==> src/rtl/psg_multi.sv <==
// psg_multi: parametrised AY-style sound generator (1..8 tone channels, shared noise/envelope).
// Define PSG_MULTI_STEREO_EN for left/right enable masks (0x26/0x27) and snd_l/snd_r outputs.
module psg_multi #(
  parameter int CHANNELS = 3,
  parameter int TW       = 12,
  parameter int PRESC    = 16,
  parameter int EPRESC   = 16
) (
  input  logic                            clk,
  input  logic                            rst_n,
  input  logic                            clk_en,
  input  logic [5:0]                      addr,
  input  logic                            wr,
  input  logic [7:0]                      din,
  output logic [7:0]                      dout,
  output logic [8*CHANNELS-1:0]           ch_lvl,
`ifdef PSG_MULTI_STEREO_EN
  output logic [8+$clog2(CHANNELS+1)-1:0] snd_l,
  output logic [8+$clog2(CHANNELS+1)-1:0] snd_r,
`endif
  output logic [8+$clog2(CHANNELS+1)-1:0] snd
);
  localparam int SW = 8 + $clog2(CHANNELS + 1);
  localparam int PW = (PRESC > 1) ? $clog2(PRESC) : 1;
  localparam int EW = (EPRESC > 1) ? $clog2(EPRESC) : 1;

  logic [TW-1:0]       period  [CHANNELS];
  logic [15:0]         per_ext [CHANNELS];
  logic [TW-1:0]       per_m1  [CHANNELS];
  logic [TW-1:0]       tcnt    [CHANNELS];
  logic [3:0]          vol     [CHANNELS];
  logic [CHANNELS-1:0] use_env, tdis, ndis, tone, ch_hit;
  logic [4:0]          noise_per, ncnt, nper_m1;
  logic [15:0]         env_per, env_cnt, eper_m1;
  logic [3:0]          env_shape, env_step, env_lvl;
  logic                env_inv, env_hold, env_restart;
  logic [16:0]         lfsr;
  logic [PW-1:0]       presc_cnt;
  logic [EW-1:0]       env_div;
  logic                tick, env_wrap;
  logic [7:0]          rdata;
  logic [8*CHANNELS-1:0] lvl_d;
  logic [SW-1:0]       sum_d;
`ifdef PSG_MULTI_STEREO_EN
  logic [CHANNELS-1:0] lmask, rmask;
  logic [SW-1:0]       sum_l, sum_r;
`endif

  function automatic logic [7:0] lut(input logic [3:0] i);
    case (i)
      4'd0:  lut = 8'd0;    4'd1:  lut = 8'd2;    4'd2:  lut = 8'd3;    4'd3:  lut = 8'd4;
      4'd4:  lut = 8'd6;    4'd5:  lut = 8'd8;    4'd6:  lut = 8'd11;   4'd7:  lut = 8'd16;
      4'd8:  lut = 8'd23;   4'd9:  lut = 8'd32;   4'd10: lut = 8'd45;   4'd11: lut = 8'd64;
      4'd12: lut = 8'd90;   4'd13: lut = 8'd128;  4'd14: lut = 8'd181;  default: lut = 8'd255;
    endcase
  endfunction

  always_comb begin
    for (int n = 0; n < CHANNELS; n++) begin
      ch_hit[n]  = !addr[5] && (addr[4:2] == 3'(n));
      per_ext[n] = 16'(period[n]);
      per_m1[n]  = (period[n] == '0) ? '0 : period[n] - 1'b1;
    end
  end

  assign nper_m1     = (noise_per == 5'd0) ? 5'd0 : noise_per - 5'd1;
  assign eper_m1     = (env_per == 16'd0) ? 16'd0 : env_per - 16'd1;
  assign env_restart = wr && (addr == 6'h25);
  assign tick        = clk_en && (presc_cnt == PW'(PRESC - 1));
  assign env_wrap    = (env_div == EW'(EPRESC - 1));
  assign env_lvl     = (env_shape[2] ^ env_inv) ? env_step : ~env_step;

  always_ff @(posedge clk or negedge rst_n) begin
    if (!rst_n) begin
      for (int n = 0; n < CHANNELS; n++) begin
        period[n] <= '0;
        vol[n]    <= '0;
      end
      use_env   <= '0;
      tdis      <= '0;
      ndis      <= '0;
      noise_per <= '0;
      env_per   <= '0;
      env_shape <= '0;
`ifdef PSG_MULTI_STEREO_EN
      lmask     <= '1;
      rmask     <= '1;
`endif
    end else if (wr) begin
      for (int n = 0; n < CHANNELS; n++) begin
        if (ch_hit[n]) begin
          case (addr[1:0])
            2'd0: period[n] <= TW'({per_ext[n][15:8], din});
            2'd1: period[n] <= TW'({din, per_ext[n][7:0]});
            2'd2: begin
              vol[n]     <= din[3:0];
              use_env[n] <= din[4];
            end
            default: ;
          endcase
        end
      end
      case (addr)
        6'h20: noise_per      <= din[4:0];
        6'h21: tdis           <= din[CHANNELS-1:0];
        6'h22: ndis           <= din[CHANNELS-1:0];
        6'h23: env_per[7:0]   <= din;
        6'h24: env_per[15:8]  <= din;
        6'h25: env_shape      <= din[3:0];
`ifdef PSG_MULTI_STEREO_EN
        6'h26: lmask          <= din[CHANNELS-1:0];
        6'h27: rmask          <= din[CHANNELS-1:0];
`endif
        default: ;
      endcase
    end
  end

  always_comb begin
    rdata = 8'd0;
    for (int n = 0; n < CHANNELS; n++) begin
      if (ch_hit[n]) begin
        case (addr[1:0])
          2'd0:    rdata = per_ext[n][7:0];
          2'd1:    rdata = per_ext[n][15:8];
          2'd2:    rdata = {3'b000, use_env[n], vol[n]};
          default: rdata = 8'd0;
        endcase
      end
    end
    case (addr)
      6'h20: rdata = {3'b000, noise_per};
      6'h21: rdata = 8'(tdis);
      6'h22: rdata = 8'(ndis);
      6'h23: rdata = env_per[7:0];
      6'h24: rdata = env_per[15:8];
      6'h25: rdata = {4'b0000, env_shape};
`ifdef PSG_MULTI_STEREO_EN
      6'h26: rdata = 8'(lmask);
      6'h27: rdata = 8'(rmask);
`endif
      default: ;
    endcase
  end

  always_ff @(posedge clk or negedge rst_n) begin
    if (!rst_n) dout <= 8'd0;
    else        dout <= rdata;
  end

  // Tone and noise counters use >= so a shrunken period fires on the next tick.
  always_ff @(posedge clk or negedge rst_n) begin
    if (!rst_n) begin
      presc_cnt <= '0;
      for (int n = 0; n < CHANNELS; n++) tcnt[n] <= '0;
      tone <= '0;
      ncnt <= '0;
      lfsr <= 17'h1;
    end else if (clk_en) begin
      presc_cnt <= tick ? '0 : presc_cnt + 1'b1;
      if (tick) begin
        for (int n = 0; n < CHANNELS; n++) begin
          if (tcnt[n] >= per_m1[n]) begin
            tcnt[n] <= '0;
            tone[n] <= ~tone[n];
          end else begin
            tcnt[n] <= tcnt[n] + 1'b1;
          end
        end
        if (ncnt >= nper_m1) begin
          ncnt <= 5'd0;
          lfsr <= {lfsr[0] ^ lfsr[3], lfsr[16:1]};
        end else begin
          ncnt <= ncnt + 5'd1;
        end
      end
    end
  end

  // A shape write restarts the envelope and takes priority over a divider expiry.
  always_ff @(posedge clk or negedge rst_n) begin
    if (!rst_n) begin
      env_div  <= '0;
      env_cnt  <= '0;
      env_step <= '0;
      env_inv  <= 1'b0;
      env_hold <= 1'b0;
    end else if (env_restart) begin
      env_div  <= '0;
      env_cnt  <= '0;
      env_step <= '0;
      env_inv  <= 1'b0;
      env_hold <= 1'b0;
    end else if (tick) begin
      env_div <= env_wrap ? '0 : env_div + 1'b1;
      if (env_wrap) begin
        if (env_cnt >= eper_m1) begin
          env_cnt <= '0;
          if (!env_hold) begin
            if (env_step != 4'hF) begin
              env_step <= env_step + 4'd1;
            end else if (!env_shape[3]) begin
              env_hold <= 1'b1;
              env_inv  <= env_shape[2];
            end else if (env_shape[0]) begin
              env_hold <= 1'b1;
              env_inv  <= env_inv ^ env_shape[1];
            end else begin
              env_step <= 4'd0;
              if (env_shape[1]) env_inv <= ~env_inv;
            end
          end
        end else begin
          env_cnt <= env_cnt + 16'd1;
        end
      end
    end
  end

  always_comb begin
    lvl_d = '0;
    for (int n = 0; n < CHANNELS; n++) begin
      if ((tone[n] | tdis[n]) & (lfsr[0] | ndis[n]))
        lvl_d[8*n +: 8] = lut(use_env[n] ? env_lvl : vol[n]);
    end
  end

  always_comb begin
    sum_d = '0;
`ifdef PSG_MULTI_STEREO_EN
    sum_l = '0;
    sum_r = '0;
`endif
    for (int n = 0; n < CHANNELS; n++) begin
      sum_d = sum_d + SW'(ch_lvl[8*n +: 8]);
`ifdef PSG_MULTI_STEREO_EN
      if (lmask[n]) sum_l = sum_l + SW'(ch_lvl[8*n +: 8]);
      if (rmask[n]) sum_r = sum_r + SW'(ch_lvl[8*n +: 8]);
`endif
    end
  end

  always_ff @(posedge clk or negedge rst_n) begin
    if (!rst_n) begin
      ch_lvl <= '0;
      snd    <= '0;
`ifdef PSG_MULTI_STEREO_EN
      snd_l  <= '0;
      snd_r  <= '0;
`endif
    end else if (clk_en) begin
      ch_lvl <= lvl_d;
      snd    <= sum_d;
`ifdef PSG_MULTI_STEREO_EN
      snd_l  <= sum_l;
      snd_r  <= sum_r;
`endif
    end
  end

endmodule

==> config.mk <==
export PLATFORM = sky130hd
export DESIGN_NAME = psg_multi
export DESIGN_NICKNAME = d
export VERILOG_FILES = /design/src/rtl/psg_multi.sv
export SDC_FILE = /design/constraint.sdc
export NUM_CORES = 1
export LEC_CHECK = 0
export ABC_AREA = 1
export CORE_MARGIN = 1
export CORE_UTILIZATION = 35
export DETAILED_ROUTE_END_ITERATION = 16
export GPL_ROUTABILITY_DRIVEN = 0
export HOLD_SLACK_MARGIN = 0.03
export PLACE_DENSITY = 0.57
export SYNTH_ARGS = -nofsm -noshare
export SYNTH_HDL_FRONTEND = slang
export SYNTH_SLANG_ARGS = --single-unit
==> constraint.sdc <==
create_clock -name clk -period 3.55 [get_ports clk]
set_input_delay 0.5325 -clock clk [delete_from_list [all_inputs] [get_ports clk]]
set_output_delay 0.5325 -clock clk [all_outputs]
set_load 0.02 [all_outputs]
==> results_dict.tcl <==
set metrics [dict create \
    status "finished, final reports clean" \
    io_buffers 59 \
    yosys-mux-area-fraction 0.000744 \
    fmax_mhz 319 \
    die_w_um 198 \
    syn_inst 1800 \
    vdd_drop_max_v 0.000344 \
    vias_per_cell 4.97 \
    ys_seq_area_frac 0.400 \
    grt_start_max_net_pins 104 \
    synth_nets 1915 \
    track_usage 0.188 \
    clk_pin_slew_ns 0.06 \
    synth_top_family_by_area "simple AND/OR/NAND/NOR gates" \
    dp_slack_ns 0.334 \
    grt_setup_unrepaired "false" \
    cts_max_path_buffers 3 \
    clk_latency_ns 0.56 \
    worstMarginPinSlew_ns 0.855 \
    first_pass_iters 5 \
    postSynthAreaPerCell_um2 7.47 \
    setup_slack_ns 0.413 \
    ys_warn_count 0 \
    cts_tree "yes" \
    critPathLaunchType "flop" \
    cts_setup_buffers 0 \
    fin_crit_ns 3.14 \
    relSlewSlack 0.430 \
    core_mm2 0.0378 \
    path_class "reg -> reg" \
    grt_pass1_wl_um 58800 \
    postRouteAntennaNets 0 \
    cts_hold_buf 0 \
    numCtsBuffers 27 \
    fin_skew_ns 0.0210 \
    drt-initial-drc-count 825 \
    num_rows 71 \
    async_flop_share 1.00 \
    areaGrowthSynthToFinish_pct 15.8 \
    endpoint_kind "flop" \
    cp_max_fo 9 \
    power_density_mw_per_mm2 541 \
    routedWlPerCell_um 15.0 \
    synth_area_mm2 0.0134 \
    grt_antenna_before_repair 0 \
    initial_utilization 0.356 \
    p_leak_uw 0.00781 \
    hold_class "in -> async" \
    synthXorXnorAreaFrac 0.0313 \
    clock-root-buffer "clkbuf_16" \
    cp.required_ns 4.03 \
    pin_count 60 \
    cts_sinks 215 \
    setup_viol 0 \
    dieArea_mm2 0.0392 \
    synth-adder-area-share 0.0953 \
    grt_pass1_vias 11416 \
    synth-seq-cells 215 \
    synth-simple-area-share 0.280 \
    ys_types 54 \
    maxCapViolCount 0 \
    ctsResizeCount 0 \
    synthFlopType "dfrtp_1" \
    num_vias 11931 \
    finalHoldViolCount 0 \
    synth-compound-area-share 0.120 \
    final_max_slew_viol_count 0 \
    drt_wl_total_um 36100 \
    synth-edff-count 0 \
    fill_cells 3899 \
    die_h_um 198 \
    fin_crit_sh 0.884 \
    antennaDiodeCount 0 \
    arrival_ns 3.62 \
    cts-htree-levels 1 \
    drive_gt1_frac 0.0460 \
    tns_ns 0 \
    dpl.hpwl_um 27100 \
    grt_overflow 0 \
    drcViolationCount 0 \
    final_nets 1985 \
]
## worst max-delay path, stage by stage, from the launching register on
cell	delay (ns)
dfrtp_1	0.38
inv_1	0.12
ha_1	0.19
nand2_1	0.10
nor4_2	0.38
nand3_2	0.29
inv_1	0.16
a21oi_1	0.05
o21ai_0	0.08
ha_1	0.25
nand2_1	0.11
o21a_1	0.14
nand4_1	0.27
nand2_1	0.31
inv_1	0.13
nor2_1	0.10
## per-layer routing
layer | GRT usage | vias to the layer above | routed length, um
met2 | 0.308 | 263 | 16400
met5 | 0 | - | 0
met1 | 0.257 | 5582 | 17100
met3 | 0.0310 | 50 | 1720
met4 | 0.0491 | 0 | 893
li1 | - | 6036 | -
## state kept, by name, indices dropped and copies added (netlist names)
name       count
ndis           3
dout           8
ch_lvl        24
env_step       4
noise_per      5
ncnt           5
tcnt          36
tone           3
use_env        3
env_div        4
env_inv        1
env_hold       1
lfsr          17
env_per       16
snd           10
env_shape      4
per_ext       36
vol           12
env_cnt       16
tdis           3
presc_cnt      4
## Yosys cell counts, types with 8 or more instances
master / n / area, um^2
xor2_1: 39 / 342
o21ai_0: 165 / 826
nor3_1: 27 / 135
xnor2_1: 9 / 78.8
inv_1: 215 / 807
nand3_1: 127 / 636
nand2_1: 477 / 1790
nor2_1: 184 / 691
a21oi_1: 63 / 315
or2_2: 13 / 81.3
o22ai_1: 17 / 106
fa_1: 9 / 180
o21a_1: 8 / 60.1
nand4_1: 39 / 244
dfrtp_1: 214 / 5360
clkbuf_1: 22 / 82.6
ha_1: 88 / 1100
## path summary, 6_finish.rpt
kind                       cells past startpoint  slack (ns)         from  endpoint
min in group clk                               2        0.47       snd[1]    snd[1]
hold / removal                                 1        0.03        rst_n  tcnt[10]
setup reg to reg                              15        0.41  per_ext[16]  tcnt[19]
hold reg to reg                                2        0.47       snd[1]    snd[1]
setup / recovery                              15        0.41  per_ext[16]  tcnt[19]
max in group asynchronous                      2        2.62        rst_n   lfsr[0]
## stage by stage
step	total power, uW	hold WS (ns)	instances	utilization	instance area, um^2
2_1_floorplan	4880	0.237	1800	-	13400
3_3_place_gp	5570	0.455	2352	0.388	14700
3_5_place_dp	5640	0.461	2352	0.388	14700
4_1_cts	8520	0.0635	2401	0.412	15600
5_1_grt	9020	0.0932	2401	0.412	15600
6_report	8420	0.0334	2401	0.412	15600
## kinds of logic (layout without fill, tap and decap cells)
group,after synthesis,in the layout
and+or+nand+nor,892,892
AOI/OAI and AO/OA,292,292
buffers and inverters,255,345
DFF,215,215
adders and majority gates,97,97
xor gates and xnor gates,48,48
muxes,1,1
## where the power goes
part,internal [uW],switching (uW)
clock network,1720,1090
logic,911,1490
registers,2830,372
total,5460,2960
## cell usage in the layout (no fill, tap or decap), drive strengths merged, types with 7 or more instances in the layout
| cell type | Yosys | layout |
|---|---|---|
| nand2 | 479 | 479 |
| buf | 13 | 18 |
| clkinv | 3 | 7 |
| nand3 | 128 | 128 |
| a21oi | 63 | 63 |
| fa | 9 | 9 |
| nand4 | 40 | 40 |
| nor3 | 28 | 28 |
| clkbuf | 22 | 38 |
| o21ai | 171 | 171 |
| ha | 88 | 88 |
| o22ai | 17 | 17 |
| o21a | 8 | 8 |
| inv | 217 | 218 |
| clkdlybuf4s50 | 0 | 58 |
| or2 | 13 | 13 |
| dfrtp | 214 | 214 |
| xnor2 | 9 | 9 |
| o21bai | 7 | 7 |
| xor2 | 39 | 39 |
| nor2 | 188 | 188 |
## cell type report
class,instances,area [um^2],share of cell area
inverter,220,826,0.0530
clock buffer,38,727,0.0467
multi-input combinational,1330,7090,0.455
clock inverter,11,171,0.0110
sequential,215,5380,0.346
timing repair buffer,76,736,0.0473
tap,511,639,0.0411
Note: power is estimated with default switching activity, not from simulation.
